==> config.mk <==
export PLATFORM = sky130hd
export DESIGN_NAME = obb_juicer_seq
export DESIGN_NICKNAME = d
export VERILOG_FILES = /design/src/rtl/obb_juicer_seq.sv
export SDC_FILE = /design/constraint.sdc
export NUM_CORES = 1
export LEC_CHECK = 0
export CORE_UTILIZATION = 25
export DETAILED_ROUTE_END_ITERATION = 6
export PLACE_DENSITY = 0.5
export SLEW_MARGIN = 10
export SYNTH_ARGS = -nofsm -noshare
export SYNTH_HDL_FRONTEND = slang
export SYNTH_SLANG_ARGS = --single-unit
==> constraint.sdc <==
create_clock -name Clk -period 9.3 [get_ports Clk]
set_clock_uncertainty 0.2 [all_clocks]
set_input_delay 0.93 -clock Clk [delete_from_list [all_inputs] [get_ports Clk]]
set_output_delay 0.93 -clock Clk [all_outputs]
set_load 0.02 [all_outputs]
==> src/rtl/obb_juicer_seq.sv <==
// obb_juicer_seq: sequential oriented-bounding-box processor.
// Takes one OBB per valid/ready handshake and looks up sin/cos from a
// quarter-wave table. It then builds the u/v basis, the half extents and the
// four corner vertices, using one shared signed multiplier over four cycles.
// The result is held until the downstream stage accepts it.
module obb_juicer_seq #(
  parameter int POS_W     = 16,
  parameter int FRAC_W    = 0,
  parameter int ANGLE_W   = 8,
  parameter int TRIG_FRAC = 7,
  parameter int TAG_W     = 4
) (
  input  logic                   Clk,
  input  logic                   Reset,
  input  logic                   in_valid,
  output logic                   in_ready,
  input  logic [POS_W-1:0]       in_pos_x,
  input  logic [POS_W-1:0]       in_pos_y,
  input  logic [POS_W-1:0]       in_width,
  input  logic [POS_W-1:0]       in_height,
  input  logic [ANGLE_W-1:0]     in_angle,
  input  logic [TAG_W-1:0]       in_tag,
  output logic                   out_valid,
  input  logic                   out_ready,
  output logic [TRIG_FRAC+1:0]   out_u_x,
  output logic [TRIG_FRAC+1:0]   out_u_y,
  output logic [TRIG_FRAC+1:0]   out_v_x,
  output logic [TRIG_FRAC+1:0]   out_v_y,
  output logic [POS_W-1:0]       out_half_w,
  output logic [POS_W-1:0]       out_half_h,
  output logic [8*POS_W-1:0]     out_pts,
  output logic [TAG_W-1:0]       out_tag,
  output logic                   busy
);

  // Trig width: sign bit, one integer bit (to hold exactly 1.0) and the fraction.
  localparam int TW    = TRIG_FRAC + 2;
  // Entries per quarter turn; the quadrant index takes the top two angle bits.
  localparam int IDX_W = ANGLE_W - 2;
  localparam int Q     = 1 << IDX_W;
  localparam int ONE   = 1 << TRIG_FRAC;
  // The full product width: a zero-extended half extent times a signed trig value.
  localparam int PW    = POS_W + 1 + TW;
  localparam real HALF_PI = 1.5707963267948966;

  // Fractional position bits pass through the arithmetic untouched. They only
  // have to leave room for an integer part.
  if (ANGLE_W < 4 || FRAC_W < 0 || FRAC_W >= POS_W) begin : g_bad_params
    $error("obb_juicer_seq: illegal parameter combination");
  end

  typedef enum logic [2:0] {
    IDLE, LUT, MUL0, MUL1, MUL2, MUL3, SUM, DONE
  } state_t;

  state_t state_reg, state_next;

  // Captured transaction
  logic [POS_W-1:0]   pos_x_reg, pos_y_reg;
  logic [POS_W-1:0]   width_reg, height_reg;
  logic [ANGLE_W-1:0] angle_reg;
  logic [TAG_W-1:0]   tag_reg;

  // Trig values and half extents (LUT stage), then products (MUL stages)
  logic signed [TW-1:0] c_reg, s_reg;
  logic [POS_W-1:0]     hw_reg, hh_reg;
  logic [POS_W-1:0]     prod_a_reg, prod_b_reg, prod_c_reg, prod_d_reg;

  // Result registers that drive the ports
  logic [TW-1:0]        out_u_x_reg, out_u_y_reg, out_v_x_reg, out_v_y_reg;
  logic [POS_W-1:0]     out_half_w_reg, out_half_h_reg;
  logic [8*POS_W-1:0]   out_pts_reg;
  logic [TAG_W-1:0]     out_tag_reg;

  // Quarter-wave sine ROM. It is read only in the LUT state, and the read
  // lands directly in c_reg and s_reg.
  logic signed [TW-1:0] lut_rom [Q];

  for (genvar gi = 0; gi < Q; gi++) begin : g_lut
    localparam int LUT_VAL =
      $rtoi($sin(HALF_PI * real'(gi) / real'(Q)) * real'(ONE) + 0.5);
    assign lut_rom[gi] = TW'(LUT_VAL);
  end

  // Two lookups share the ROM. Lane 0 gives sin(angle). Lane 1 gives
  // cos(angle), taken as sin(angle + quarter turn).
  for (genvar gi = 0; gi < 2; gi++) begin : g_trig
    logic [ANGLE_W-1:0]   ang;
    logic [1:0]           quad;
    logic [IDX_W-1:0]     idx;
    logic [IDX_W-1:0]     mirror_idx;
    logic signed [TW-1:0] mag;
    logic signed [TW-1:0] val;

    assign ang = angle_reg + ANGLE_W'(gi * Q);

    // Fold the angle into the first quadrant, then restore the sign.
    always_comb begin
      quad       = ang[ANGLE_W-1 -: 2];
      idx        = ang[IDX_W-1:0];
      // Q - idx modulo Q; only used when idx != 0, where the result is Q-idx
      mirror_idx = IDX_W'(0) - idx;
      mag        = lut_rom[idx];
      if (quad[0]) begin
        mag = (idx == '0) ? TW'(ONE) : lut_rom[mirror_idx];
      end
      val = quad[1] ? -mag : mag;
    end
  end

  logic signed [TW-1:0] sin_val, cos_val;
  assign sin_val = g_trig[0].val;
  assign cos_val = g_trig[1].val;

  // Shared multiplier. The operand pair depends on the MUL state. The product
  // is floor-shifted by the trig fraction and then truncated to POS_W.
  logic signed [POS_W:0]  mul_a;
  logic signed [TW-1:0]   mul_b;
  logic signed [PW-1:0]   prod_full;
  logic [POS_W-1:0]       prod_trunc;

  // Select operands for the shared multiplier and form the scaled product.
  always_comb begin
    mul_a = {1'b0, hw_reg};
    mul_b = c_reg;
    case (state_reg)
      MUL1: mul_b = s_reg;
      MUL2: begin
        mul_a = {1'b0, hh_reg};
        mul_b = s_reg;
      end
      MUL3: begin
        mul_a = {1'b0, hh_reg};
        mul_b = c_reg;
      end
      default: ;
    endcase
    prod_full  = PW'(mul_a) * PW'(mul_b);
    prod_trunc = POS_W'(prod_full >>> TRIG_FRAC);
  end

  // State register
  always_ff @(posedge Clk) begin
    if (Reset) state_reg <= IDLE;
    else       state_reg <= state_next;
  end

  // Next-state logic and the handshake/status outputs
  always_comb begin
    state_next = state_reg;
    in_ready   = 1'b0;
    out_valid  = 1'b0;
    busy       = 1'b1;
    case (state_reg)
      IDLE: begin
        in_ready = 1'b1;
        busy     = 1'b0;
        if (in_valid) state_next = LUT;
      end
      LUT:  state_next = MUL0;
      MUL0: state_next = MUL1;
      MUL1: state_next = MUL2;
      MUL2: state_next = MUL3;
      MUL3: state_next = SUM;
      SUM:  state_next = DONE;
      DONE: begin
        out_valid = 1'b1;
        if (out_ready) state_next = IDLE;
      end
      default: state_next = IDLE;
    endcase
  end

  // Datapath: capture, trig/half-extent, products, then the result on SUM->DONE
  always_ff @(posedge Clk) begin
    if (Reset) begin
      pos_x_reg      <= '0;
      pos_y_reg      <= '0;
      width_reg      <= '0;
      height_reg     <= '0;
      angle_reg      <= '0;
      tag_reg        <= '0;
      c_reg          <= '0;
      s_reg          <= '0;
      hw_reg         <= '0;
      hh_reg         <= '0;
      prod_a_reg     <= '0;
      prod_b_reg     <= '0;
      prod_c_reg     <= '0;
      prod_d_reg     <= '0;
      out_u_x_reg    <= '0;
      out_u_y_reg    <= '0;
      out_v_x_reg    <= '0;
      out_v_y_reg    <= '0;
      out_half_w_reg <= '0;
      out_half_h_reg <= '0;
      out_pts_reg    <= '0;
      out_tag_reg    <= '0;
    end else begin
      case (state_reg)
        IDLE: begin
          if (in_valid) begin
            pos_x_reg  <= in_pos_x;
            pos_y_reg  <= in_pos_y;
            width_reg  <= in_width;
            height_reg <= in_height;
            angle_reg  <= in_angle;
            tag_reg    <= in_tag;
          end
        end
        LUT: begin
          c_reg  <= cos_val;
          s_reg  <= sin_val;
          hw_reg <= width_reg >> 1;
          hh_reg <= height_reg >> 1;
        end
        MUL0: prod_a_reg <= prod_trunc;
        MUL1: prod_b_reg <= prod_trunc;
        MUL2: prod_c_reg <= prod_trunc;
        MUL3: prod_d_reg <= prod_trunc;
        SUM: begin
          out_u_x_reg    <= c_reg;
          out_u_y_reg    <= s_reg;
          out_v_x_reg    <= -s_reg;
          out_v_y_reg    <= c_reg;
          out_half_w_reg <= hw_reg;
          out_half_h_reg <= hh_reg;
          out_tag_reg    <= tag_reg;
          // Corners wrap modulo 2^POS_W; p0 sits in the least significant slot
          out_pts_reg <= {
            pos_y_reg + prod_b_reg - prod_d_reg,
            pos_x_reg + prod_a_reg + prod_c_reg,
            pos_y_reg + prod_b_reg + prod_d_reg,
            pos_x_reg + prod_a_reg - prod_c_reg,
            pos_y_reg - prod_b_reg + prod_d_reg,
            pos_x_reg - prod_a_reg - prod_c_reg,
            pos_y_reg - prod_b_reg - prod_d_reg,
            pos_x_reg - prod_a_reg + prod_c_reg
          };
        end
        default: ;
      endcase
    end
  end

  assign out_u_x    = out_u_x_reg;
  assign out_u_y    = out_u_y_reg;
  assign out_v_x    = out_v_x_reg;
  assign out_v_y    = out_v_y_reg;
  assign out_half_w = out_half_w_reg;
  assign out_half_h = out_half_h_reg;
  assign out_pts    = out_pts_reg;
  assign out_tag    = out_tag_reg;

endmodule

Yosys cells after proc, flatten, opt, wreduce, memory -nomap -nowiden
Memories as Yosys holds them, arrays and structs flattened. Cells that the tools add are included.

Register bits after elaboration: 380. Latch bits: 0. Memory bits (writable): 0. Memory bits (read-only): 2304. Input port bits: 80. Output and inout port bits: 203. Logic and storage cells: 91. Memories: 4.

Add/sub/neg operators: 18. $mul: 1. Div/mod/pow operators: 0. $lt $le $gt $ge: 4. Equality and inequality tests: 9. Shift operators: 0. Multiplexer cells: 22. Bitwise logic cells: 4. Reductions and logical operators: 7.

Memories: (name not given) (depth 64, bits a word 9, rd ports 1, clocked after memory_dff 0, write ports 0, RTL line 105) `mag = (idx == '0) ? TW'(ONE) : lut_rom[mirror_idx];`; (name not given) (depth 64, bits a word 9, rd ports 1, clocked after memory_dff 0, write ports 0, RTL line 103) `mag = lut_rom[idx];`; (name not given) (depth 64, bits a word 9, rd ports 1, clocked after memory_dff 0, write ports 0, RTL line 105); (name not given) (depth 64, bits a word 9, rd ports 1, clocked after memory_dff 0, write ports 0, RTL line 103).

Operators with widths (number): $mux W9 (15); $add A16 B16 Y16 (6); $sub A16 B16 Y16 (6); $ge A7 B7 Y1 const B (4); $not A6 Y7 (4); $neg A9 Y9 (3); $pmux W3 S8 (1); $mul A16 B9 Y23 (1); $mux W15 (1); $eq A3 B3 Y1 const B (4); $logic_not A6 Y1 (2); $sub A1 B6 Y6 const A (2); $add A8 B7 Y8 const B (1); $eq A3 B2 Y1 const B (2); $mux W3 (2); $ne A2 B2 Y1 const B (2); $reduce_and A2 Y1 (2); $reduce_or A2 Y1 (2); $eq A3 B1 Y1 const B (1); $logic_not A3 Y1 (1); $mux W1 (3).

Logic depth before layout (Yosys ltp)
Word-level depth: 10. Mapped depth: 27. Depth with buffers taken out: 25.

Least setup slack after synthesis
Ideal clock, no wire load.

Kind: register to register. From: register state_reg[0]. To: register prod_b_reg[12]. Library setup time: 70 ps. Data arrival time: 6125 ps. Data required time: 9030 ps. Slack: 2905 ps. Cell stages (with the launch flop): 25. Path buffers: 2. Clock period less this slack: 6395 ps. Cells stage by stage: dfxtp_1 > inv_1 > ha_1 > o21ai_1 > buf_2 > buf_1 > mux2i_1 > nor2_1 > fa_1 > fa_1 > fa_1 > fa_1 > inv_1 > fa_1 > inv_1 > ha_1 > o21a_1 > o211ai_1 > nand2_1 > and4_1 > o21a_1 > o41ai_1 > xnor2_1 > nand2_1 > a21oi_1.

Longest elaborated chain between the ends: 4. Elaborated cells between the ends (all ways): 8. Those cells by class: 1 x mul; 3 x eq/ne; 2 x mux; 2 x reduce/logical.

Ends and longest elaborated chain: start, declared (RTL line 56) `state_t state_reg, state_next;`; start signal, assigned (RTL line 145) `else state_reg <= state_next;`; $eq A3 B3 Y1 / $eq A3 B2 Y1 (equally long branches) (RTL line 126, 200); $reduce_or A2 Y1 (no source line); $mux W15 / $mux W9 (equally long branches) (RTL line 126) `case (state_reg)`; $mul A16 B9 Y23 (RTL line 138) `prod_full = PW'(mul_a) * PW'(mul_b);`; end signal, assigned (RTL line 218) `MUL1: prod_b_reg <= prod_trunc;`; end, declared (RTL line 67) `logic [POS_W-1:0] prod_a_reg, prod_b_reg, prod_c_reg, prod_d_reg;`.

Several ways; a longest one is shown, not always the timed one. A chain may end at the register's enable or synchronous reset.

Worst setup path in the final report
From: register state_reg[0]. To: register prod_d_reg[8].

Longest elaborated chain between the ends: 4. Elaborated cells between the ends (all ways): 8. Those cells by class: 1 x mul; 3 x eq/ne; 2 x mux; 2 x reduce/logical.

Ends and longest elaborated chain: $eq A3 B3 Y1 (tied with other cells) (RTL line 126, 200); $reduce_or A2 Y1 (no source line); $mux W15 / $mux W9 (equally long branches) (RTL line 126); $mul A16 B9 Y23 (RTL line 138); end signal, assigned (RTL line 220) `MUL3: prod_d_reg <= prod_trunc;`; end, declared (RTL line 67).

Several ways; a longest one is shown, not always the timed one.

==> flow_metrics.py <==
metrics = {
    "power_and_ir_drop": {
        "pwr-share-clk": 0.229,
        "seq_power_share": 0.218,
        "total_power_mw": 8.631,
        "swShare": 0.4522,
        "ir_worst_vdd_mv": 0.2729,
        "static-leakage-power_nw": 12.99,
        "power.density_nw_per_um2": 259.7,
        "combinationalPowerShare": 0.553,
        "p_int_mw": 4.728,
        "p_switching_mw": 3.903,
    },
    "worst_setup_path": {
        "worstPathMaxFanout": 15,
        "crit_buf_inv": 4,
        "crit_path_end_kind": "flop",
        "critPathArrivalTime_ns": 7.80,
        "crit_top_cell": "fa_1",
        "cp-start-kind": "flop",
        "path_delay_family": "adder cells",
        "path_cells": "inv_1 -> ha_1 -> mux2i_4 -> mux2i_2 -> nand2b_1 -> fa_1 -> fa_1 -> inv_1 -> fa_1 -> fa_1 -> inv_1 -> fa_1 -> inv_1 -> ha_1 -> a21oi_1 -> o31ai_4 -> o21a_1 -> a21o_1 -> a21oi_1 -> xor2_1 -> o21ai_0",
        "critical-path-slowest-cell": "mux2i_2",
        "slowest_delay_ns": 0.92,
        "critPathKind": "reg2reg",
        "critPathRequiredTime_ns": 9.59,
    },
    "route": {
        "drc_errors": 0,
        "drt_iter0_drc": 1431,
        "drtAntennaViolNets": 0,
        "vias_per_cell": 4.686,
        "routed-via-count": 24290,
        "wl_per_cell_microns": 17.34,
        "drt_pre_antenna_iters": 6,
        "wl_microns": 89860,
    },
    "place": {
        "placedCellCount": 5094,
        "dpl_worst_slack_ns": 1.749,
        "place.gp.congestion": 0.8726,
        "dp_hpwl_microns": 67770,
        "io_buffer_count": 278,
    },
    "clocking": {
        "clock_latency_ns": 0.64,
        "cts_root_buf": "clkbuf_16",
        "htree_levels": 2,
        "clk_pin_slew_ns": 0.06,
        "post_cts_buffers": 0,
        "cts_inserted_buffers": 48,
        "cts.sink_count": 373,
        "hold_buffers": 0,
        "cts_tree": "built",
        "cts_resized": 0,
        "cts_buffer_depth": 3,
    },
    "sta": {
        "worstMarginPinSlew_ns": 1.026,
        "hold_viol": 0,
        "final-setup-viol-count": 0,
        "drv_slew": 0,
        "max_freq_ghz": 0.1332,
        "min_period_ns": 7.508,
        "rsz0062_at_grt": "no",
        "period_share": 0.8073,
        "slew_headroom": 0.3024,
        "whs_ns": 0.2425,
        "setup_slack_ns": 1.792,
        "setup_tns_ns": 0,
    },
    "logic_synthesis": {
        "syn_avg_cell_area_sq_um": 7.811,
        "ys_ff_latch": 373,
        "yosysSeqAreaShare": 0.2704,
        "synth_cell_type_count": 90,
        "synth_area_leaders": "dfxtp_1 (27%), ha_1 (12%), nand2_1 (8.8%)",
        "synth_top_area_frac": 0.2704,
        "synth_top_area_cell": "dfxtp_1",
        "synth_edf_count": 0,
        "async_flop_share": 0,
        "yosysWarningCount": 0,
        "syn-cell-area_sq_um": 27610,
        "synthFlopType": "dfxtp_1",
        "netlist_instances": 3535,
    },
    "layout": {
        "finalNonFillerCells": 5182,
        "drive_gt1_frac": 0.04938,
        "area_growth_pct": 20.35,
        "antennaDiodeCount": 0,
        "largest_reg_flops": 124,
        "num-nets-final": 4108,
    },
    "global_routing": {
        "overflow": 0,
        "antenna_found_initial": 5,
        "grt_pass1_wl_microns": 138600,
        "grt_pass1_vias": 23260,
        "grt_start_max_net_pins": 177,
        "track_usage": 0.1568,
    },
    "floorplan": {
        "start_util": 0.2530,
        "die_w_microns": 334.3,
        "core_area_sq_um": 109200,
        "dieArea_sq_um": 111800,
        "num_io_pins": 283,
        "chipHeight_microns": 334.3,
        "rows": 121,
    },
    "job": {
        "drv_cap": 0,
    },
    "worst_hold_path": {
        "hold_path_class": "reg2reg",
    },
    "status": {
        "status": "finished, final reports clean",
    },
}
==> power by group through the flow <==
| stage | Clock [mW] | Combinational (mW) | Sequential, mW |
|---|---|---|---|
| floorplan | 0 | 3.51 | 1.87 |
| global placement | 0 | 4.73 | 1.92 |
| detailed placement | 0 | 4.75 | 1.92 |
| CTS | 2.04 | 4.77 | 1.89 |
| global route | 2.09 | 5.26 | 1.91 |
| finish | 1.97 | 4.77 | 1.88 |
==> metrics by stage <==
stage | utilization | area, sq um
finish | 0.3045 | 33230
global route | 0.3045 | 33230
CTS | 0.3045 | 33230
detailed placement | 0.2891 | 31550
global placement | 0.2891 | 31550
floorplan | - | 27620
==> worst paths after layout <==
path,from,endpoint,slack [ns],cells past startpoint
worst max-delay path,state_reg[0],prod_d_reg[8],1.79,21
worst min-delay path,tag_reg[1],out_tag[1],0.24,2
worst max register to register,state_reg[0],prod_d_reg[8],1.79,21
worst min register to register,tag_reg[1],out_tag[1],0.24,2
==> placed cells by master, fill, tap and decap left out, drive strengths merged, types with 40 or more instances in the layout <==
master	count
nand2	646
a21oi	408
dfxtp	373
clkdlybuf4s50	277
nor2	276
ha	257
inv	234
xnor2	128
o21ai	114
fa	103
a211oi	71
nand3	69
clkbuf	65
nor3	63
nand2b	42
nor2b	41
or3	40
xor2	40
mux2i	40
==> Yosys cell counts (all sizes together) (15+ instances only) <==
library cell and count:
or3 40, o21ai 114, o41ai 15, mux2 26, o22ai 15, nand3 69
xor2 40, dfxtp 373, o21bai 35, buf 43, a21o 20, nor2 276
a31oi 19, inv 234, fa 103, a211oi 71, a21oi 408, nand2b 42
clkbuf 176, nand2 646, o211ai 30, nor3 63, xnor2 128, nor2b 41
a311oi 16, mux2i 40, ha 257
==> routing by layer <==
| metal | GRT usage | up-vias | wire length, microns |
|---|---|---|---|
| met4 | 0.03465 | 8 | 1507 |
| li1 | - | 12250 | - |
| met2 | 0.2431 | 527 | 39100 |
| met3 | 0.03033 | 87 | 5171 |
| met1 | 0.2227 | 11410 | 44020 |
| met5 | 0 | - | 56 |
==> worst min-delay path, cell delays in order (launching register included) <==
cell     delay, ns
dfxtp_1       0.31
nand2_1       0.05
a21oi_1       0.05
==> cells by family after synthesis <==
logic type / Yosys count / synth area share
xor+xnor: 168 / 0.05437
other cells: 1 / 0.0001358
flops: 373 / 0.2704
compound gates: 851 / 0.1903
simple gates: 1256 / 0.1985
fa+ha+maj: 360 / 0.1911
mux: 70 / 0.02941
buf+inv: 456 / 0.06579
==> layout make-up <==
cell class,count,area (sq um)
fill,11750,75920
multi-input combinational,2707,18380
clock inverter,23,302.8
inverter,237,889.6
clock buffer,65,1376
timing repair buffer,301,2973
sequential,373,7467
tap,1476,1847
Power figures use the tool's default switching activity.
